[config.mk]
export PLATFORM = sky130hd
export DESIGN_NAME = treasure_report_ctrl_flat
export DESIGN_NICKNAME = d
export VERILOG_FILES = /design/src/rtl/treasure_report_ctrl_if.sv /design/src/rtl/treasure_report_ctrl.sv /design/src/flat_wrapper.sv
export SDC_FILE = /design/constraint.sdc
export NUM_CORES = 1
export LEC_CHECK = 0
export CAP_MARGIN = 10
export CORE_MARGIN = 2
export CORE_UTILIZATION = 40
export CTS_BUF_LIST = sky130_fd_sc_hd__clkbuf_8
export CTS_CLUSTER_SIZE = 25
export DETAILED_ROUTE_END_ITERATION = 8
export MAX_ROUTING_LAYER = met4
export SETUP_SLACK_MARGIN = 0.15
export SLEW_MARGIN = 10
export SYNTH_ARGS = -nofsm -noshare
export SYNTH_HDL_FRONTEND = slang
export SYNTH_SLANG_ARGS = --single-unit
[constraint.sdc]
create_clock -name CLK -period 2.6 [get_ports CLK]
set_clock_uncertainty 0.15 [all_clocks]
set_input_delay 0.65 -clock CLK [delete_from_list [all_inputs] [get_ports CLK]]
set_output_delay 0.65 -clock CLK [all_outputs]
set_load 0.02 [all_outputs]
[src/rtl/treasure_report_ctrl_if.sv]
// Arduino report port: 4-bit code with a VALID/ACK four-phase handshake.
// The controller drives data and valid. The Arduino side returns ack.
interface treasure_report_ctrl_if;
  logic [3:0] ARD_DATA;
  logic       ARD_VALID;
  logic       ARD_ACK;

  modport master (output ARD_DATA, output ARD_VALID, input ARD_ACK);
  modport slave  (input ARD_DATA, input ARD_VALID, output ARD_ACK);
endinterface

[src/rtl/treasure_report_ctrl.sv]
// Treasure report controller.
// Samples the image processor's per-frame colour/shape code at each frame boundary.
// A code is accepted once it has been identical for STABLE_FRAMES consecutive frames.
// Each newly accepted non-empty code is reported to the Arduino over a four-phase
// VALID/ACK handshake. Unacknowledged reports are abandoned after TIMEOUT_CYCLES.
module treasure_report_ctrl #(
  parameter int STABLE_FRAMES  = 4,
  parameter int TIMEOUT_CYCLES = 25000000,
  parameter int TMO_W          = 25
) (
  input  logic                          CLK,
  input  logic                          RST_N,
  input  logic                          VGA_VSYNC_NEG,
  input  logic [1:0]                    RESULT,
  input  logic [1:0]                    SHAPE,
  treasure_report_ctrl_if.master        ard,
  output logic [3:0]                    STABLE_CODE,
  output logic                          OVERRUN,
  output logic                          DROP
);

  localparam logic [3:0]       SF       = 4'(STABLE_FRAMES);
  localparam logic [TMO_W-1:0] TMO_LAST = TMO_W'(TIMEOUT_CYCLES - 1);

  typedef enum logic [1:0] {S_IDLE, S_SEND, S_RELEASE} state_t;

  logic [1:0]       vs_q, ack_q;
  logic             tick, ack_s;
  logic [3:0]       code;
  logic [3:0]       cand_q, streak_q, stable_q;
  logic             accept, accept_nz;
  logic [3:0]       pend_q;
  logic             pend_full_q, ovr_q;
  state_t           state_q, state_d;
  logic [3:0]       data_q, data_d;
  logic [TMO_W-1:0] tmo_q, tmo_d;
  logic             valid_q, valid_d;
  logic             take, drop;

  // Frame-sync delay chain and two-stage synchroniser for the asynchronous ack.
  always_ff @(posedge CLK or negedge RST_N) begin
    if (!RST_N) begin
      vs_q  <= 2'b00;
      ack_q <= 2'b00;
    end else begin
      vs_q  <= {vs_q[0], VGA_VSYNC_NEG};
      ack_q <= {ack_q[0], ard.ARD_ACK};
    end
  end

  // One-cycle frame tick when the older chain stage is 1 and the newer one is 0.
  assign tick  = vs_q[1] & ~vs_q[0];
  assign ack_s = ack_q[1];

  // Invalid colours and missing shapes both collapse to the empty code.
  always_comb begin
    code = {RESULT, SHAPE};
    if (RESULT == 2'b00 || RESULT == 2'b11 || SHAPE == 2'b00) code = 4'b0000;
  end

  // Acceptance fires only on the tick where the streak first reaches the threshold.
  assign accept    = tick && (code == cand_q) && (streak_q == SF - 4'd1) && (cand_q != stable_q);
  assign accept_nz = accept && (cand_q != 4'b0000);

  // Stability filter: track the candidate and its streak, then latch the accepted code.
  always_ff @(posedge CLK or negedge RST_N) begin
    if (!RST_N) begin
      cand_q   <= 4'b0000;
      streak_q <= 4'd0;
      stable_q <= 4'b0000;
    end else if (tick) begin
      if (code == cand_q) begin
        if (streak_q != SF) streak_q <= streak_q + 4'd1;
      end else begin
        cand_q   <= code;
        streak_q <= 4'd1;
      end
      if (accept) stable_q <= cand_q;
    end
  end

  // One-deep pending buffer. The latest code wins. OVERRUN is set only if a queued
  // report is actually lost, and not when the FSM takes the old one in the same cycle.
  always_ff @(posedge CLK or negedge RST_N) begin
    if (!RST_N) begin
      pend_q      <= 4'b0000;
      pend_full_q <= 1'b0;
      ovr_q       <= 1'b0;
    end else if (accept_nz) begin
      pend_q      <= cand_q;
      pend_full_q <= 1'b1;
      if (pend_full_q && !take) ovr_q <= 1'b1;
    end else if (take) begin
      pend_full_q <= 1'b0;
    end
  end

  // Handshake FSM next-state logic: IDLE loads pending, SEND waits for ack or timeout,
  // and RELEASE waits for ack to drop.
  always_comb begin
    state_d = state_q;
    data_d  = data_q;
    tmo_d   = tmo_q;
    take    = 1'b0;
    drop    = 1'b0;
    unique case (state_q)
      S_IDLE: begin
        if (pend_full_q) begin
          take    = 1'b1;
          data_d  = pend_q;
          tmo_d   = '0;
          state_d = S_SEND;
        end
      end
      S_SEND: begin
        if (ack_s) begin
          state_d = S_RELEASE;
        end else if (tmo_q == TMO_LAST) begin
          drop    = 1'b1;
          state_d = S_IDLE;
        end else begin
          tmo_d = tmo_q + TMO_W'(1);
        end
      end
      S_RELEASE: begin
        if (!ack_s) state_d = S_IDLE;
      end
      default: state_d = S_IDLE;
    endcase
    valid_d = (state_d == S_SEND);
  end

  // Handshake FSM state, held report data, timeout counter and registered VALID.
  always_ff @(posedge CLK or negedge RST_N) begin
    if (!RST_N) begin
      state_q <= S_IDLE;
      data_q  <= 4'b0000;
      tmo_q   <= '0;
      valid_q <= 1'b0;
    end else begin
      state_q <= state_d;
      data_q  <= data_d;
      tmo_q   <= tmo_d;
      valid_q <= valid_d;
    end
  end

  assign ard.ARD_DATA  = data_q;
  assign ard.ARD_VALID = valid_q;
  assign STABLE_CODE   = stable_q;
  assign OVERRUN       = ovr_q;
  assign DROP          = drop;

endmodule

[src/flat_wrapper.sv]
// flat-port wrapper written by rule: the top's interface ports become plain ports
module treasure_report_ctrl_flat 
#(
  parameter int STABLE_FRAMES  = 4,
  parameter int TIMEOUT_CYCLES = 25000000,
  parameter int TMO_W          = 25
)
  (CLK, RST_N, VGA_VSYNC_NEG, RESULT, SHAPE, STABLE_CODE, OVERRUN, DROP, ard_ARD_DATA, ard_ARD_VALID, ard_ARD_ACK);
  treasure_report_ctrl_if ard_i ();
  input  logic CLK;
  input  logic RST_N;
  input  logic VGA_VSYNC_NEG;
  input  logic [1:0] RESULT;
  input  logic [1:0] SHAPE;
  output logic [3:0] STABLE_CODE;
  output logic OVERRUN;
  output logic DROP;
  output wire logic [$bits(ard_i.ARD_DATA)-1:0] ard_ARD_DATA;
  output wire logic [$bits(ard_i.ARD_VALID)-1:0] ard_ARD_VALID;
  input wire logic [$bits(ard_i.ARD_ACK)-1:0] ard_ARD_ACK;
  assign ard_ARD_DATA = ard_i.ARD_DATA;
  assign ard_ARD_VALID = ard_i.ARD_VALID;
  assign ard_i.ARD_ACK = ard_ARD_ACK;
  treasure_report_ctrl #(.STABLE_FRAMES(STABLE_FRAMES), .TIMEOUT_CYCLES(TIMEOUT_CYCLES), .TMO_W(TMO_W)) u_core (.CLK(CLK), .RST_N(RST_N), .VGA_VSYNC_NEG(VGA_VSYNC_NEG), .RESULT(RESULT), .SHAPE(SHAPE), .ard(ard_i), .STABLE_CODE(STABLE_CODE), .OVERRUN(OVERRUN), .DROP(DROP));
endmodule
# Yosys cells after proc, flatten, opt, wreduce, memory -nomap -nowiden
# Index checks and enable logic that the tools add are counted.
op_classes:
  bitwise_logic: 3
  eq_ne: 13
  n_reduce_logical: 20
  add_sub_neg: 2
  n_mux: 19
op_table:
  columns: ["cell", "n"]
  rows:
  - ["$mux W25", 3]
  - ["$pmux W25 S2", 1]
  - ["$add A25 B1 Y25 const B", 1]
  - ["$eq A25 B25 Y1 const B", 1]
  - ["$mux W4", 3]
  - ["$reduce_and A2 Y1", 5]
  - ["$mux W2", 4]
  - ["$mux W1", 7]
  - ["$logic_not A2 Y1", 3]
  - ["$ne A2 B2 Y1 const B", 3]
  - ["$pmux W2 S3", 1]
  - ["$logic_and A1 B1 Y1", 5]
  - ["$add A4 B1 Y4 const B", 1]
  - ["$eq A2 B1 Y1 const B", 2]
  - ["$eq A2 B2 Y1 const B", 2]
  - ["$eq A4 B2 Y1 const B", 1]
  - ["$eq A4 B4 Y1", 1]
  - ["$ne A4 B3 Y1 const B", 1]
  - ["$ne A4 B4 Y1", 1]
  - ["$reduce_and A4 Y1", 1]
  - ["$reduce_bool A2 Y1", 2]
  - ["$reduce_bool A4 Y1", 1]
  - ["$logic_or A1 B1 Y1", 2]
  - ["$ne A2 B1 Y1 const B", 1]
  - ["3 further kinds", 4]
totals:
  out_inout_bits: 11
  regBits: 54
  elab_cells: 69
  inputBits: 8

# Longest topological paths before layout
# Gate-level depths: netlist of the first run.
logic_depth:
  ltp_word: 10
  ltp_mapped: 7
  depth_no_buf: 6

# Least setup slack after synthesis of the first run
# OpenSTA, ideal clock, no wires.
synth_path:
  path_type: "in2reg"
  from: "input RESULT[1]"
  to: "register u_core.cand_q[3]"
  setup_time_ps: 128
  path_stages: 6
  arrival_time_ps: 2211
  setup_slack_ps: 112
  cell_sequence: "clkbuf_1 nor4bb_1 a211o_1 o311a_1 a21oi_1 mux2_1"
synth_between:
  elab_chain_len: 7
  elab_cells_between_ends: 8
  cone_classes: "2 x eq/ne; 1 x mux; 1 x bitwise; 4 x reduce/logical"
synth_rtl:
  columns: ["item", "line_no", "source"]
  rows:
  - ["from (decl)", "flat_wrapper.sv:13", "input logic [1:0] RESULT;"]
  - ["$eq A2 B2 Y1 / $logic_not A2 Y1 (equally long branches)", "treasure_report_ctrl.sv:58", "if (RESULT == 2'b00 || RESULT == 2'b11 || SHAPE == 2'b00) code = 4'b0000;"]
  - ["$logic_or A1 B1 Y1 (2 in a row)", "treasure_report_ctrl.sv:58", null]
  - ["$mux W4 *", "treasure_report_ctrl.sv:58", null]
  - ["$eq A4 B4 Y1", "treasure_report_ctrl.sv:72", "if (code == cand_q) begin"]
  - ["$not A1 Y1 (no source line)", null, null]
  - ["$reduce_and A2 Y1 (no source line)", null, null]
  - ["to (signal assigned)", "treasure_report_ctrl.sv:75", "cand_q <= code;"]
  - ["to (decl)", "treasure_report_ctrl.sv:30", "logic [3:0] cand_q, streak_q, stable_q;"]
# Every way passes the cells marked *; elsewhere a longest branch is shown, timed or not.
# A chain may end at the register's enable or synchronous reset.

# Worst setup path in the final report of the first run
layout_path:
  from: "register u_core.tmo_q[23]"
  to: "output DROP"
layout_between:
  elab_chain_len: 4
layout_rtl:
  columns: ["item", "line_no", "source"]
  rows:
  - ["from (decl)", "treasure_report_ctrl.sv:36", "logic [TMO_W-1:0] tmo_q, tmo_d;"]
  - ["from (signal assigned)", "treasure_report_ctrl.sv:143", "tmo_q <= tmo_d;"]
  - ["$eq A25 B25 Y1", "treasure_report_ctrl.sv:118", "end else if (tmo_q == TMO_LAST) begin"]
  - ["$mux W1", "treasure_report_ctrl.sv:118", null]
  - ["$mux W1", "treasure_report_ctrl.sv:116", "if (ack_s) begin"]
  - ["$mux W1", "treasure_report_ctrl.sv:106", "unique case (state_q)"]
  - ["to (decl)", "flat_wrapper.sv:17", "output logic DROP;"]
# No other way between the ends.

==> load_flow_metrics.sql, run 1 <==
INSERT INTO impl_metrics (metric_group, metric, value, unit) VALUES
('status', 'outcome', 'completed', ''),
('logic_synthesis', 'register_bit_total_from_synthesis', '54', ''),
('final_layout', 'multi_input_area', '1480', 'um2'),
('setup_path', 'worstPathArrival', '1.73', 'ns'),
('cts', 'clock_latency', '0.31', 'ns'),
('sta', 'unrepaired_setup_endpoints_after_global_routing', 'true', ''),
('global_route', 'residual_overflow_from_global_routing', '0', ''),
('logic_synthesis', 'synthDominantCellAreaShare', '46.6', '%'),
('power_and_ir_drop', 'pwr_density_cell', '488', 'nW/um2'),
('floorplan', 'io-pin-count', '19', ''),
('final_layout', 'fillers', '670', ''),
('logic_synthesis', 'yosys.area.top_type', 'sky130_fd_sc_hd__dfrtp_1', ''),
('routing', 'drt-pass1-iter-count', '4', ''),
('sta', 'timing.final.max_slew_violations', '0', ''),
('setup_path', 'reg2reg_depth', '7', ''),
('floorplan', 'floorplan.core_area', '7140', 'um2'),
('cts', 'clk_pin_slew_worst_paths', '0.10', 'ns'),
('final_layout', 'final_common_cell', 'sky130_fd_sc_hd__dfrtp_1', ''),
('logic_synthesis', 'dominantRegCellSynth', 'sky130_fd_sc_hd__dfrtp_1', ''),
('final_layout', 'sequential_cell_area', '1350', 'um2'),
('logic_synthesis', 'synthesis.area_per_instance', '9.99', 'um2'),
('logic_synthesis', 'number_of_synthesized_flops_with_an_enable_pin', '0', ''),
('global_route', 'grt_first_pass_wirelength', '10300', 'um'),
('floorplan', 'initial_utilization', '40.6', '%'),
('sta', 'timing.hold.ws', '0.136', 'ns'),
('setup_path', 'critical_path.max_fanout', '2', ''),
('floorplan', 'fp-row-count', '31', ''),
('setup_path', 'setup.worst_path.class', 'register to output pin', ''),
('logic_synthesis', 'netlist-cell-type-count', '61', ''),
('logic_synthesis', 'synth-seq-area-share', '46.6', '%'),
('cts', 'hold_fix_buffers_cts', '0', ''),
('floorplan', 'die_h', '89.1', 'um'),
('final_layout', 'n_antenna_cell', '0', ''),
('logic_synthesis', 'async_reset_ff_share', '100', '%'),
('logic_synthesis', 'synthesis.instances', '290', ''),
('sta', 'fin_crit', '2.53', 'ns'),
('setup_path', 'worstPathRequired', '1.80', 'ns'),
('power_and_ir_drop', 'peakVddDrop', '0.377', 'mV'),
('logic_synthesis', 'yosysWarningCount', '0', ''),
('setup_path', 'crit-reg2reg-launch', 'u_core.tmo_q[23]', ''),
('cts', 'clock_tree.htree_level_count', '2', ''),
('job', 'max_cap_viol_count', '0', ''),
('logic_synthesis', 'mappedNetlistNets', '301', ''),
('cts', 'numCtsBuffers', '5', ''),
('routing', 'route.final.wire_length', '6070', 'um'),
('placement', 'port-buffer-count', '18', ''),
('setup_path', 'worst_setup_path_startpoint', 'u_core.tmo_q[23]', ''),
('cts', 'tritoncts', 'yes', ''),
('setup_path', 'worstSetupStartpointType', 'register', ''),
('routing', 'drcViolationCount', '0', ''),
('logic_synthesis', 'synthTopCellsByArea', 'sky130_fd_sc_hd__dfrtp_1, sky130_fd_sc_hd__nand2_1, sky130_fd_sc_hd__mux2_1', ''),
('sta', 'max_freq', '395', 'MHz'),
('global_route', 'grt_start_max_net_pins', '36', ''),
('routing', 'via_per_inst', '5.10', ''),
('routing', 'drt-initial-drc-count', '158', ''),
('logic_synthesis', 'syn_area', '2900', 'um2'),
('setup_path', 'worst_r2r_endpoint', 'u_core.tmo_q[1]', ''),
('placement', 'finalWeightedCongestion', '0.796', ''),
('global_route', 'global_route.usage.total', '17.2', '%'),
('setup_path', 'regToRegSetupSlack', '0.18', 'ns'),
('sta', 'tns', '0', 'ns'),
('power_and_ir_drop', 'total_leakage_power', '1.61', 'nW'),
('sta', 'layout_worst_path_cycle_share', '97.3', '%'),
('placement', 'hpwl', '4420', 'um'),
('routing', 'routed-via-count', '2302', ''),
('routing', 'drtAntennaViolNets', '0', ''),
('final_layout', 'mostFrequentLayoutCells', 'sky130_fd_sc_hd__dfrtp_1, sky130_fd_sc_hd__buf_4, sky130_fd_sc_hd__nand2_1, sky130_fd_sc_hd__nor2_1, sky130_fd_sc_hd__clkdlybuf4s50_1', ''),
('final_layout', 'area.growth.synth_to_final', '25.3', '%'),
('floorplan', 'die_w', '89.1', 'um'),
('cts', 'max-clock-path-buffers', '2', ''),
('final_layout', 'drive_gt1_share', '25.0', '%');
[metrics by stage]
stage	util (%)	cells	power (mW)	area, um2	worst slack [ns]
after detailed placement	48.3	436	1.30	3450	-0.261
after CTS	50.0	448	1.78	3570	0.0443
after floorplan	-	290	1.17	2900	0.151
after global placement	48.3	436	1.30	3450	-0.221
final	50.9	451	1.77	3630	0.0709
after global routing	50.9	451	1.88	3630	-0.00514
[worst max-delay path, cell delays in order, from the launching register on]
cell and delay [ns]:
sky130_fd_sc_hd__dfrtp_1 0.40, sky130_fd_sc_hd__or4b_4 0.55, sky130_fd_sc_hd__nor3_2 0.11, sky130_fd_sc_hd__nand2_1 0.07, sky130_fd_sc_hd__nor3_1 0.12, sky130_fd_sc_hd__buf_2 0.19
[power breakdown]
part / internal, mW / switching [mW] / leakage [nW]
Clock: 0.192 / 0.281 / 0.0499
Sequential: 0.906 / 0.0867 / 0.733
Combinational: 0.154 / 0.154 / 0.831
[cells by family after synthesis]
kind of cell	count (synthesis)	share of synthesized area, %
xor+xnor	16	4.84
buf+inv	22	3.80
compound gates	50	12.1
fa+ha+maj	3	1.30
mux	10	3.76
simple gates	135	27.6
flops	54	46.6
[layer usage]
layer  part of all wire, %  GRT usage [%]  vias up
li1                      -              -     1171
met1                    48           22.5     1102
met2                    49           28.1       25
met3                   2.1           3.32        4
met4                  0.73           3.26        0
met5                     0              -        -
[how the worst max path moves through the flow]
stage / slack, ns / cells after the start / end
floorplan: 0.15 / 6 / u_core.pend_q[1]
global placement: -0.22 / 6 / u_core.STABLE_CODE[1]
detailed placement: -0.26 / 6 / u_core.STABLE_CODE[1]
CTS: 0.04 / 5 / DROP
global route: -0.005 / 5 / DROP
finish: 0.07 / 5 / DROP
[state kept, by name (all words and copies together) (netlist names)]
signal / flops
u_core.streak_q: 4
u_core.ack_q: 2
u_core.pend_q: 4
u_core.state_q: 2
u_core.OVERRUN: 1
u_core.pend_full_q: 1
u_core.ard.ARD_VALID: 1
u_core.vs_q: 2
u_core.cand_q: 4
u_core.STABLE_CODE: 4
u_core.tmo_q: 25
u_core.ard.ARD_DATA: 4
[cell usage after synthesis (all sizes together), types with 2 or more instances]
cell and number:
dfrtp 54, nand2 34, nor2 20, o21ai 14, a21oi 13, nand3 13, inv 10, nand4 10
nor4 10, or3 8, xnor2 8, xor2 8, clkbuf 7, mux2 7, nand2b 7, nor3 6
or4 6, buf 5, o31ai 4, a211oi 3, and3 3, ha 3, mux2i 3, nand3b 3
o211ai 3, or2 3, or4b 3, and2 2, nor2b 2, o21a 2, o2bb2ai 2
[final cells by class]
class                   count  area share, %
clock buffers               5           1.90
flip-flops and latches     54           37.2
inverters                  10           1.03
clock inverters             3          0.586
well taps                  99           3.41
multi-input cells         214           40.8
repair buffers             66           15.1
[what timing repair did]
item,4_1_cts,5_1_grt
endpoints found under the setup margin,7,23
setup buffers,4,3
resized for setup,9,8
pin swaps,4,4
Note: power is estimated with default switching activity, not from simulation.
==> run 2, diff against run 1 <==
Settings changed: MAX_ROUTING_LAYER met4 to not set.
==> run 2 against run 1 <==
  * First-iteration DRC count fell by 1.3%
  * Global-route usage fell by 0.53 points
  * Clock-buffer cell count did not move
  * Non-clock buffer count did not move
  * Critical path type unchanged
  * Sequential power barely moved
  * Highest routed layer unchanged
  * Final area did not move
==> load_flow_metrics.sql, run 2 (synthesis gave the netlist of run 1 again) <==
INSERT INTO impl_metrics (metric_group, metric, value, unit) VALUES
('sta', 'tightestPinTransition', '0.479', 'ns'),
('cts', 'clock_latency', '0.31', 'ns'),
('sta', 'fin_crit', '2.53', 'ns'),
('cts', 'max-clock-path-buffers', '2', ''),
('floorplan', 'die_h', '89.1', 'um'),
('final_layout', 'sequential_cell_area', '1350', 'um2'),
('final_layout', 'final_common_cell', 'sky130_fd_sc_hd__dfrtp_1', ''),
('final_layout', 'layout.cell_area.non_filler', '3630', 'um2'),
('floorplan', 'fp-row-count', '31', ''),
('routing', 'detail_route.wl_per_cell', '13.4', 'um'),
('placement', 'port-buffer-count', '18', ''),
('cts', 'numCtsBuffers', '5', ''),
('final_layout', 'fillers', '670', ''),
('placement', 'finalWeightedCongestion', '0.785', ''),
('cts', 'cts_root_buf', 'sky130_fd_sc_hd__clkbuf_8', ''),
('floorplan', 'die-area', '7940', 'um2'),
('final_layout', 'final_core_util', '50.9', '%'),
('power_and_ir_drop', 'sequentialPowerShare', '56.0', '%'),
('setup_path', 'crit_path_cell_trace', 'or4b_4 > nor3_2 > nand2_1 > nor3_1 > buf_2', ''),
('power_and_ir_drop', 'pwr_density_cell', '488', 'nW/um2'),
('final_layout', 'mostFrequentLayoutCells', 'sky130_fd_sc_hd__dfrtp_1, sky130_fd_sc_hd__buf_4, sky130_fd_sc_hd__nand2_1, sky130_fd_sc_hd__nor2_1, sky130_fd_sc_hd__clkdlybuf4s50_1', ''),
('setup_path', 'regToRegSetupSlack', '0.18', 'ns'),
('power_and_ir_drop', 'total_leakage_power', '1.61', 'nW'),
('routing', 'drtAntennaViolNets', '0', ''),
('placement', 'placedInstanceArea', '3450', 'um2'),
('sta', 'unrepaired_setup_endpoints_after_global_routing', 'true', ''),
('power_and_ir_drop', 'p_int', '1.25', 'mW'),
('routing', 'drt-pass1-iter-count', '4', ''),
('setup_path', 'worstPathArrival', '1.73', 'ns'),
('cts', 'tritoncts', 'yes', ''),
('global_route', 'grt_first_pass_wirelength', '10300', 'um'),
('routing', 'route.final.wire_length', '6040', 'um'),
('cts', 'clock_tree.htree_level_count', '2', ''),
('floorplan', 'io-pin-count', '19', ''),
('setup_path', 'timing.critical_path.slowest_cell_delay', '0.55', 'ns'),
('final_layout', 'drive_gt1_share', '25.0', '%'),
('placement', 'hpwl', '4420', 'um'),
('cts', 'clk_pin_slew_worst_paths', '0.10', 'ns'),
('floorplan', 'initial_utilization', '40.6', '%'),
('setup_path', 'worstPathRequired', '1.80', 'ns'),
('setup_path', 'crit_path_end_kind', 'output pin', ''),
('routing', 'drt-initial-drc-count', '156', ''),
('sta', 'layout_worst_path_cycle_share', '97.3', '%'),
('global_route', 'global_route.usage.total', '16.7', '%'),
('power_and_ir_drop', 'swShare', '29.4', '%'),
('routing', 'drcViolationCount', '0', ''),
('final_layout', 'largest_register_ff_count', '25', ''),
('setup_path', 'crit-reg2reg-launch', 'u_core.tmo_q[23]', ''),
('final_layout', 'area.growth.synth_to_final', '25.3', '%'),
('hold_path', 'timing.hold.worst.class', 'primary input to async pin', ''),
('sta', 'slew_headroom', '67.8', '%'),
('setup_path', 'critical_path.max_fanout', '2', ''),
('power_and_ir_drop', 'comb_power_share', '17.3', '%'),
('final_layout', 'multi_input_area', '1480', 'um2'),
('global_route', 'number_of_antenna_violations_at_the_first_check_in_global_routing', '0', ''),
('global_route', 'number_of_global_route_vias_before_repair', '2203', ''),
('routing', 'via_per_inst', '5.08', ''),
('setup_path', 'worst_r2r_endpoint', 'u_core.tmo_q[1]', ''),
('global_route', 'grt_start_max_net_pins', '36', ''),
('power_and_ir_drop', 'peakVddDrop', '0.376', 'mV'),
('final_layout', 'n_antenna_cell', '0', ''),
('sta', 'setup_viol', '0', ''),
('global_route', 'residual_overflow_from_global_routing', '0', ''),
('cts', 'clock_sinks', '54', ''),
('routing', 'routed-via-count', '2290', ''),
('floorplan', 'die_w', '89.1', 'um'),
('status', 'outcome', 'completed', ''),
('setup_path', 'cp_slowest_cell', 'sky130_fd_sc_hd__or4b_4', ''),
('sta', 'max_freq', '395', 'MHz'),
('final_layout', 'design.final.nets', '362', ''),
('setup_path', 'worstSetupStartpointType', 'register', ''),
('power_and_ir_drop', 'clockPowerShare', '26.7', '%'),
('power_and_ir_drop', 'p_switching', '0.520', 'mW'),
('job', 'max_cap_viol_count', '0', ''),
('setup_path', 'reg2reg_depth', '7', ''),
('setup_path', 'setup.worst_path.class', 'register to output pin', ''),
('power_and_ir_drop', 'power', '1.77', 'mW'),
('sta', 'timing.final.max_slew_violations', '0', ''),
('final_layout', 'largest_register', 'u_core.tmo_q', ''),
('sta', 'hold_viol_final', '0', ''),
('floorplan', 'floorplan.core_area', '7140', 'um2');
-- run 2: cell counts in the layout (fill, tap and decap cells not counted) --
Identical to the previous run, type by type.
-- run 2: how the worst max path moves through the flow --
stage | start | end | depth (start not counted)
after floorplan | RESULT[1] | u_core.pend_q[1] | 6
after global placement | RESULT[0] | u_core.STABLE_CODE[1] | 6
after detailed placement | RESULT[0] | u_core.STABLE_CODE[1] | 6
after CTS | u_core.tmo_q[23] | DROP | 5
after global routing | u_core.tmo_q[23] | DROP | 5
final | u_core.tmo_q[23] | DROP | 5
-- run 2: layout make-up --
| cell class | instances | share of cell area, % |
|---|---|---|
| inverters | 10 | 1.03 |
| multi-input cells | 214 | 40.8 |
| well taps | 99 | 3.41 |
| repair buffers | 66 | 15.1 |
| flip-flops and latches | 54 | 37.2 |
| clock inverters | 3 | 0.586 |
| clock buffers | 5 | 1.90 |
-- run 2: routing by layer --
metal	vias up	GRT usage (%)	share of wire, %
met5	-	0	0
met1	1093	22.2	48
met3	5	3.32	2.0
met2	22	28.4	49
met4	0	3.26	0.91
li1	1170	-	-
-- run 2: per-stage QoR --
stage	TNS, ns	cells	setup WS, ns	hold WS [ns]
after CTS	0	448	0.0443	0.144
after global routing	-0.00514	451	-0.00514	0.164
after floorplan	0	290	0.151	0.181
after detailed placement	-2.70	436	-0.261	0.196
after global placement	-2.29	436	-0.221	0.181
final	0	451	0.0704	0.135
-- run 2: critical path, delay by kind of cell, from the launching register on --
family,cells,cell delay [ns]
simple gates,4,0.85
flops,1,0.40
buf+inv,1,0.19
-- run 2: what timing repair did --
| item | in CTS | in global routing |
|---|---|---|
| cloned | 0 | 0 |
| endpoints found under the setup margin | 7 | 23 |
| endpoints found under the hold margin | 0 | 0 |
| gates resized for setup | 9 | 8 |
| pin swaps | 4 | 4 |
| hold buffers | 0 | 0 |
| setup buffers | 4 | 3 |
-- run 2: power groups by stage --
stage / logic (mW) / clock network, mW / registers, mW
floorplan: 0.190 / 0 / 0.984
global placement: 0.293 / 0 / 1.01
detailed placement: 0.298 / 0 / 1.01
CTS: 0.299 / 0.489 / 0.991
global route: 0.345 / 0.526 / 1.01
finish: 0.306 / 0.473 / 0.993
==> run 3, diff against run 2 <==
Settings changed: HOLD_SLACK_MARGIN set to 0.1.
==> results of run 3 <==
Final layout, timing and power as in run 2 (identical DEF).
